## src/rtl/serial_alu_core_if.sv

```systemverilog
// Start/ready request and done/result response bundle for the bit-serial ALU.
// The master side is upstream control; the slave side is the ALU core.
interface serial_alu_core_if #(
  parameter int WIDTH = 32
);
  logic             start;
  logic             ready;
  logic [WIDTH-1:0] a;
  logic [WIDTH-1:0] b;
  logic [3:0]       alu_control;
  logic [WIDTH-1:0] result;
  logic             zero;
  logic             overflow;
  logic             carry_out;
  logic             done;

  modport master (
    output start, a, b, alu_control,
    input  ready, result, zero, overflow, carry_out, done
  );

  modport slave (
    input  start, a, b, alu_control,
    output ready, result, zero, overflow, carry_out, done
  );
endinterface

```

## src/rtl/serial_alu_core.sv

```systemverilog
// Bit-serial ALU: one bit slice per clock, LSB first, with the same slice
// semantics as the combinational ALU (invert/carry/operation, SLT via MSB set).
module serial_alu_core #(
  parameter int WIDTH = 32
) (
  input  logic              clk,
  input  logic              rst,
  serial_alu_core_if.slave  bus
);
  localparam int IDX_W = (WIDTH > 2) ? $clog2(WIDTH) : 1;
  localparam logic [IDX_W-1:0] LAST_IDX = IDX_W'(WIDTH - 1);

  typedef enum logic [1:0] {IDLE, RUN, FIX, DONE} state_t;

  state_t           state;
  logic [WIDTH-1:0] a_sh;
  logic [WIDTH-1:0] b_sh;
  logic [WIDTH-1:0] result_q;
  logic             a_inv;
  logic             b_inv;
  logic [1:0]       op;
  logic             carry;
  logic             set_q;
  logic             ovf_q;
  logic             cout_q;
  logic [IDX_W-1:0] idx;
  logic             ready_q;
  logic             done_q;
  logic             zero_q;
  logic             overflow_q;
  logic             carry_out_q;

  logic             ai;
  logic             bi;
  logic             sum;
  logic             carry_next;
  logic             slice;
  logic             ovf_bit;
  logic [WIDTH-1:0] final_result;

  // Current slice works on bit 0 of the operand shift registers.
  always_comb begin
    ai         = a_sh[0] ^ a_inv;
    bi         = b_sh[0] ^ b_inv;
    sum        = ai ^ bi ^ carry;
    carry_next = (ai & bi) | (ai & carry) | (bi & carry);
    ovf_bit    = (ai & bi & ~sum) | (~ai & ~bi & sum);
    slice      = 1'b0;
    case (op)
      2'b00:   slice = ai & bi;
      2'b01:   slice = ai | bi;
      2'b10:   slice = sum;
      default: slice = 1'b0;
    endcase
    final_result = result_q;
    if (op == 2'b11) begin
      final_result[0] = set_q;
    end
  end

  // Result shifts in from the MSB so that after WIDTH slices bit 0 sits at the LSB.
  always_ff @(posedge clk or posedge rst) begin
    if (rst) begin
      state       <= IDLE;
      a_sh        <= '0;
      b_sh        <= '0;
      result_q    <= '0;
      a_inv       <= 1'b0;
      b_inv       <= 1'b0;
      op          <= 2'b00;
      carry       <= 1'b0;
      set_q       <= 1'b0;
      ovf_q       <= 1'b0;
      cout_q      <= 1'b0;
      idx         <= '0;
      ready_q     <= 1'b1;
      done_q      <= 1'b0;
      zero_q      <= 1'b0;
      overflow_q  <= 1'b0;
      carry_out_q <= 1'b0;
    end else begin
      case (state)
        IDLE: begin
          if (bus.start) begin
            a_sh     <= bus.a;
            b_sh     <= bus.b;
            a_inv    <= bus.alu_control[3];
            b_inv    <= bus.alu_control[2];
            op       <= bus.alu_control[1:0];
            carry    <= bus.alu_control[2];
            result_q <= '0;
            idx      <= '0;
            ready_q  <= 1'b0;
            state    <= RUN;
          end
        end
        RUN: begin
          result_q <= {slice, result_q[WIDTH-1:1]};
          carry    <= carry_next;
          a_sh     <= a_sh >> 1;
          b_sh     <= b_sh >> 1;
          if (idx == LAST_IDX) begin
            set_q  <= sum;
            ovf_q  <= ovf_bit;
            cout_q <= carry_next;
            state  <= FIX;
          end else begin
            idx <= idx + 1'b1;
          end
        end
        FIX: begin
          result_q    <= final_result;
          overflow_q  <= ovf_q & (op == 2'b10);
          carry_out_q <= cout_q & (op == 2'b10);
          zero_q      <= ~|final_result;
          done_q      <= 1'b1;
          state       <= DONE;
        end
        DONE: begin
          done_q  <= 1'b0;
          ready_q <= 1'b1;
          state   <= IDLE;
        end
        default: begin
          state   <= IDLE;
          ready_q <= 1'b1;
          done_q  <= 1'b0;
        end
      endcase
    end
  end

  assign bus.ready     = ready_q;
  assign bus.done      = done_q;
  assign bus.result    = result_q;
  assign bus.zero      = zero_q;
  assign bus.overflow  = overflow_q;
  assign bus.carry_out = carry_out_q;
endmodule

```

## src/flat_wrapper.sv

```systemverilog
// flat-port wrapper written by rule: the top's interface ports become plain ports
module serial_alu_core_flat 
#(
  parameter int WIDTH = 32
)
  (clk, rst, bus_start, bus_a, bus_b, bus_alu_control, bus_ready, bus_result, bus_zero, bus_overflow, bus_carry_out, bus_done);
  serial_alu_core_if #(.WIDTH(WIDTH)) bus_i ();
  input  logic clk;
  input  logic rst;
  input wire logic [$bits(bus_i.start)-1:0] bus_start;
  input wire logic [$bits(bus_i.a)-1:0] bus_a;
  input wire logic [$bits(bus_i.b)-1:0] bus_b;
  input wire logic [$bits(bus_i.alu_control)-1:0] bus_alu_control;
  output wire logic [$bits(bus_i.ready)-1:0] bus_ready;
  output wire logic [$bits(bus_i.result)-1:0] bus_result;
  output wire logic [$bits(bus_i.zero)-1:0] bus_zero;
  output wire logic [$bits(bus_i.overflow)-1:0] bus_overflow;
  output wire logic [$bits(bus_i.carry_out)-1:0] bus_carry_out;
  output wire logic [$bits(bus_i.done)-1:0] bus_done;
  assign bus_i.start = bus_start;
  assign bus_i.a = bus_a;
  assign bus_i.b = bus_b;
  assign bus_i.alu_control = bus_alu_control;
  assign bus_ready = bus_i.ready;
  assign bus_result = bus_i.result;
  assign bus_zero = bus_i.zero;
  assign bus_overflow = bus_i.overflow;
  assign bus_carry_out = bus_i.carry_out;
  assign bus_done = bus_i.done;
  serial_alu_core #(.WIDTH(WIDTH)) u_core (.clk(clk), .rst(rst), .bus(bus_i));
endmodule
```

## config.mk

```make
export PLATFORM = sky130hd
export DESIGN_NAME = serial_alu_core_flat
export DESIGN_NICKNAME = d
export VERILOG_FILES = /design/src/rtl/serial_alu_core_if.sv /design/src/rtl/serial_alu_core.sv /design/src/flat_wrapper.sv
export SDC_FILE = /design/constraint.sdc
export NUM_CORES = 1
export LEC_CHECK = 0
export CAP_MARGIN = 25
export CELL_PAD_IN_SITES_DETAIL_PLACEMENT = 1
export CELL_PAD_IN_SITES_GLOBAL_PLACEMENT = 2
export CORE_UTILIZATION = 34
export CTS_CLUSTER_DIAMETER = 120
export CTS_CLUSTER_SIZE = 12
export DETAILED_ROUTE_END_ITERATION = 10
export GPL_TIMING_DRIVEN = 0
export HOLD_SLACK_MARGIN = 0.1
export PLACE_DENSITY = 0.94
export SYNTH_ARGS = -nofsm -noshare
export SYNTH_HDL_FRONTEND = slang
export SYNTH_SLANG_ARGS = --single-unit
```

## constraint.sdc

```tcl
create_clock -name clk -period 11.6 [get_ports clk]
set_input_delay 2.9 -clock clk [delete_from_list [all_inputs] [get_ports clk]]
set_output_delay 2.9 -clock clk [all_outputs]
set_load 0.02 [all_outputs]
```

==> results of run 1 <==
-- per-layer routing --
| metal | track usage | part of all wire | up-vias |
|---|---|---|---|
| li1 | - | - | 2049 |
| met1 | 0.234 | 0.42 | 2171 |
| met2 | 0.334 | 0.51 | 99 |
| met3 | 0.0519 | 0.049 | 17 |
| met4 | 0.0749 | 0.015 | 0 |
| met5 | 0 | 0 | - |
-- worst max-delay path by stage --
stage,startpoint,end,slack (ns)
after floorplan,rst,u_core.a_inv$_DFFE_PP0P_,5.63
after CTS,bus_start,u_core.b_sh[23]$_DFFE_PP0P_,7.05
final,bus_start,u_core.b_sh[23]$_DFFE_PP0P_,7.12
after detailed placement,bus_start,u_core.a_sh[0]$_DFFE_PP0P_,6.64
after global routing,bus_start,u_core.b_sh[13]$_DFFE_PP0P_,6.95
after global placement,rst,u_core.bus.result[10]$_DFFE_PP0P_,3.93
-- final cells by class --
type	instances	area, um^2	share of cell area
clock buffer	23	488	0.0674
timing repair buffer	108	1100	0.152
clock inverter	9	125	0.0173
buffer	35	159	0.0220
sequential	116	2900	0.401
multi-input combinational	366	2200	0.304
inverter	6	27.5	0.00380
tap	188	235	0.0325
-- Yosys cell counts, drive strengths merged, types with 3 or more instances --
master | count | share of area
clkbuf | 13 | 0.0092
nand2 | 134 | 0.095
inv | 6 | 0.0043
ha | 8 | 0.019
nand2b | 3 | 0.0036
nor2 | 10 | 0.0071
dfrtp | 115 | 0.54
a22o | 8 | 0.013
mux2i | 65 | 0.12
nor2b | 3 | 0.0036
buf | 22 | 0.021
nor4 | 7 | 0.0083
mux2 | 8 | 0.017
o21ai | 99 | 0.094
-- power breakdown --
group	total [mW]	switching [mW]	leakage (nW)	internal, mW
registers	0.629	0.0857	1.50	0.543
logic	0.712	0.429	1.34	0.282
clock network	0.539	0.181	0.299	0.359
-- tightest hold or removal path: cells and delay by family (launching register included) --
kind	cells	cell delay, ns
AOI/OAI and AO/OA	1	0.06
DFF	1	0.34
and+or+nand+nor	1	0.05
-- registers in the layout (all words and copies together) (netlist names) --
signal	count
u_core.bus.done	1
u_core.bus.result	32
u_core.b_sh	32
u_core.idx	5
u_core.a_sh	32
u_core.a_inv	1
u_core.state	2
u_core.set_q	1
u_core.bus.overflow	1
u_core.bus.ready	1
u_core.carry	1
u_core.cout_q	1
u_core.ovf_q	1
u_core.b_inv	1
u_core.bus.zero	1
u_core.op	2
u_core.bus.carry_out	1
-- cell families after synthesis --
| family | Yosys count | synth area share |
|---|---|---|
| XOR/XNOR | 2 | 0.00331 |
| AO/OA/AOI/OAI | 117 | 0.122 |
| flip-flops | 116 | 0.549 |
| buffers and inverters | 41 | 0.0343 |
| adder cells (fa/ha/maj) | 9 | 0.0227 |
| AND/OR/NAND/NOR | 165 | 0.128 |
| multiplexers | 73 | 0.141 |
==> results_dict.tcl, run 1 <==
set metrics [dict create \
    cts-buffers-inserted 17 \
    grt_pass1_wl_um 24200 \
    clk_latency_ns 0.41 \
    clock_skew_ns 0.00688 \
    grt_max_degree 83 \
    reg2reg_depth 7 \
    synthCells 523 \
    crit_required_ns 11.91 \
    ant_nets 0 \
    post_cts_resized 0 \
    crit_buf_inv 3 \
    synth.ff_latch_count 116 \
    setup_violations 0 \
    die_h_um 127 \
    critical_path.max_stage_delay_ns 0.57 \
    cts_tree "done" \
    most-common-layout-cells "134 x nand2_1, 115 x dfrtp_1, 107 x clkdlybuf4s50_1" \
    htreeDepth 4 \
    core_area_um2 15200 \
    power.leakage_nw 3.14 \
    r2r_slack_ns 9.23 \
    power.total_mw 1.88 \
    max-cap-violations 0 \
    pwr_density_cell_nw_per_um2 260 \
    cts_hold_buf 0 \
    synth_nets 603 \
    r2r_start "u_core.state[1]$_DFFE_PP0P_" \
    vias 4336 \
    ys_types 33 \
    syn2layout_area_growth_pct 36.9 \
    via_per_inst 5.10 \
    max_freq_mhz 223 \
    placed_area_um2 6620 \
    nFillCells 1672 \
    drive_gt1_frac 0.0965 \
    min_period_ns 4.48 \
    grt_usage 0.195 \
    worstMarginPinSlew_ns 0.658 \
    crit_type "input pin to flop" \
    endpoint_kind "flop" \
    cp_common_cell "buf_2" \
    cp_top_family "buffers and inverters" \
    yosysSeqAreaShare 0.549 \
    io_pins 108 \
    status "completed" \
    whs_path_depth 2 \
    setup_tns_ns 0 \
    synth-async-reset-ratio 1.00 \
    clockBufferDepth 2 \
    dpl.cell_count 819 \
    drtIter0Drc 187 \
    crit_chain "clkdlybuf4s50_1 > mux2i_2 > buf_2 > buf_2 > nand2_1 > o21ai_0" \
    post_cts_buffers 0 \
    place_hpwl_um 10100 \
    min_to "u_core.a_sh[5]$_DFFE_PP0P_" \
    slowest_stage "mux2i_2" \
    final_nets 730 \
    start_kind "input pin" \
    min_from "u_core.a_sh[5]$_DFFE_PP0P_" \
    finalNonFillerCells 851 \
    hold_viol 0 \
    port_buffers 107 \
    synth_edf_count 0 \
    grt_overflow 0 \
    finalCritPeriodShare 0.386 \
    fin_area_um2 7240 \
    finalCoreUtilization 0.476 \
    diodes 0 \
    drc_errors 0 \
    irDropWorstVdd_mv 0.122 \
    hold_ws_ns 0.481 \
    rsz0062_at_grt "false" \
    drt_first_pass_iters 5 \
    clkTransAtPathRegs_ns 0.05 \
    grt_pass1_vias 4732 \
    chipWidth_um 127 \
    drv_slew 0 \
    die_area_um2 16000 \
    min_path_type "flop to flop" \
    gp_congestion 0.776 \
    dp_slack_ns 6.64 \
    setup_slack_ns 7.12 \
    clock-sinks 116 \
    netlist_area_um2 5290 \
    arrival_ns 4.79 \
    synth_ff_type "dfrtp_1" \
    layout_commonest_cell "nand2_1" \
    start_util 0.348 \
    routedWlPerCell_um 16.7 \
    num_rows 45 \
    path_max_fanout 10 \
    cts_root_buffer "clkbuf_16" \
    path_depth 6 \
    relSlewSlack 0.553 \
    antenna_found_initial 0 \
    synth.avg_cell_area_um2 10.1 \
    reg2reg_to "u_core.b_sh[23]$_DFFE_PP0P_" \
    drt_wl_total_um 14200 \
    yosysWarnings 0 \
]
(Power assumes the default switching activity.)
==> run 2: changes to the inputs <==
--- a/config.mk
+++ b/config.mk
@@ -8,13 +8,13 @@
 export CAP_MARGIN = 25
 export CELL_PAD_IN_SITES_DETAIL_PLACEMENT = 1
 export CELL_PAD_IN_SITES_GLOBAL_PLACEMENT = 2
-export CORE_UTILIZATION = 34
+export CORE_UTILIZATION = 32
 export CTS_CLUSTER_DIAMETER = 120
 export CTS_CLUSTER_SIZE = 12
 export DETAILED_ROUTE_END_ITERATION = 10
 export GPL_TIMING_DRIVEN = 0
 export HOLD_SLACK_MARGIN = 0.1
-export PLACE_DENSITY = 0.94
+export PLACE_DENSITY = 0.9
 export SYNTH_ARGS = -nofsm -noshare
 export SYNTH_HDL_FRONTEND = slang
 export SYNTH_SLANG_ARGS = --single-unit
==> constraint.sdc (replaced) <==
create_clock -name clk -period 4.2 [get_ports clk]
set_input_delay 1.05 -clock clk [delete_from_list [all_inputs] [get_ports clk]]
set_output_delay 1.05 -clock clk [all_outputs]
set_load 0.02 [all_outputs]
==> results_dict.tcl, run 2 (synthesis results as in run 1) <==
set metrics [dict create \
    io_pins 108 \
    finalCritPeriodShare 0.623 \
    antenna_found_initial 0 \
    htreeDepth 4 \
    max-cap-violations 0 \
    critical_path.max_stage_delay_ns 0.60 \
    power.total_mw 5.08 \
    status "completed" \
    cts_tree "done" \
    clkTransAtPathRegs_ns 0.06 \
    r2r_slack_ns 1.84 \
    chipWidth_um 131 \
    crit_required_ns 3.15 \
    setup_violations 0 \
    p_sw_frac 0.380 \
    via_per_inst 4.88 \
    post_cts_resized 0 \
    crit_chain "clkdlybuf4s50_1" \
    worstMarginPinSlew_ns 0.620 \
    power.leakage_nw 3.12 \
    ant_nets 0 \
    die_h_um 131 \
    layout_commonest_cell "nand2_1" \
    core_area_um2 16000 \
    drt_first_pass_iters 4 \
    max_freq_mhz 382 \
    min_path_type "flop to flop" \
    path_max_fanout 2 \
    clockBufferDepth 2 \
    clock_skew_ns 0.00540 \
    routedWlPerCell_um 16.3 \
    syn2layout_area_growth_pct 36.7 \
    place_hpwl_um 10500 \
    drv_slew 0 \
    drt_wl_total_um 14300 \
    endpoint_kind "output port" \
    drtIter0Drc 188 \
    start_util 0.330 \
    cp_top_family "buffers and inverters" \
    grt_overflow 0 \
    clock-sinks 116 \
    relSlewSlack 0.578 \
    grt_usage 0.183 \
    pwr-share-comb 0.386 \
    pwr-share-clk 0.271 \
    gp_congestion 0.749 \
    final_nets 730 \
    crit_type "flop to output port" \
    cts_hold_buf 0 \
    pwr-share-seq 0.343 \
    hold_viol 0 \
    pwr_density_cell_nw_per_um2 703 \
    arrival_ns 1.57 \
    power.internal_mw 3.15 \
    drive_gt1_frac 0.0965 \
    num_rows 46 \
    rsz0062_at_grt "false" \
    grt_pass1_wl_um 23500 \
    irDropWorstVdd_mv 0.356 \
    dp_slack_ns 1.11 \
    cts-buffers-inserted 17 \
    min_period_ns 2.62 \
    slowest_stage "clkdlybuf4s50_1" \
    vias 4288 \
    grt_pass1_vias 4606 \
    post_cts_buffers 0 \
    p_switching_mw 1.93 \
    most-common-layout-cells "134 x nand2_1, 115 x dfrtp_1, 107 x clkdlybuf4s50_1" \
    multi_input_area_um2 2200 \
    cts_root_buffer "clkbuf_16" \
    clk_latency_ns 0.42 \
    diodes 0 \
    nFillCells 1800 \
    start_kind "flop" \
    setup_slack_ns 1.58 \
    port_buffers 107 \
    grt_max_degree 70 \
    drc_errors 0 \
    crit_buf_inv 1 \
    regArea_um2 2900 \
    die_area_um2 17000 \
]
## run 2: cell count changes in the layout (fill, tap and decap cells not counted)
cell and delta:
clkinvlp_4 +1, clkinv_2 +1, bufinv_16 -2
## run 2: final cells by class
type                            count  area share
Sequential cell                   116       0.402
Multi-Input combinational cell    366       0.304
Timing Repair Buffer              108       0.152
Clock buffer                       23      0.0675
Tap cell                          216      0.0374
Buffer                             35      0.0220
Clock inverter                      9      0.0107
Inverter                            6     0.00381
## run 2: routing by layer
metal / share of wire / vias up / track usage
met3: 0.047 / 23 / 0.0521
met1: 0.43 / 2133 / 0.217
met5: 0 / - / 0
met4: 0.021 / 0 / 0.0791
li1: - / 2042 / -
met2: 0.50 / 90 / 0.311
## run 2: stage by stage
step,TNS (ns),util,hold WS (ns),cells,instance area [um^2]
after floorplan,0,-,0.450,523,5290
after global placement,-192.37,0.414,0.462,846,6630
after detailed placement,0,0.416,0.472,847,6660
after CTS,0,0.452,0.485,879,7220
after global routing,0,0.452,0.518,879,7220
final,0,0.452,0.481,879,7220
## run 2: path summary, 6_finish.rpt
check / startpoint / cells after the start / to
min in group asynchronous: rst / 2 / u_core.bus.result[23]$_DFFE_PP0P_
max in group asynchronous: rst / 3 / u_core.b_sh[18]$_DFFE_PP0P_
worst max register to register: u_core.state[0]$_DFFE_PP0P_ / 7 / u_core.b_sh[9]$_DFFE_PP0P_
worst min-delay path: u_core.a_sh[20]$_DFFE_PP0P_ / 2 / u_core.a_sh[20]$_DFFE_PP0P_
worst min register to register: u_core.a_sh[20]$_DFFE_PP0P_ / 2 / u_core.a_sh[20]$_DFFE_PP0P_
worst max-delay path: u_core.bus.ready$_DFFE_PP1P_ / 1 / bus_ready
## run 2: power groups by stage
| stage | Clock (mW) | Sequential (mW) | Combinational (mW) |
|---|---|---|---|
| after floorplan | 0 | 1.70 | 1.41 |
| after detailed placement | 0 | 1.76 | 1.99 |
| final | 1.38 | 1.74 | 1.96 |
| after global routing | 1.46 | 1.79 | 2.22 |
| after CTS | 1.41 | 1.75 | 2.00 |
| after global placement | 0 | 1.73 | 1.87 |
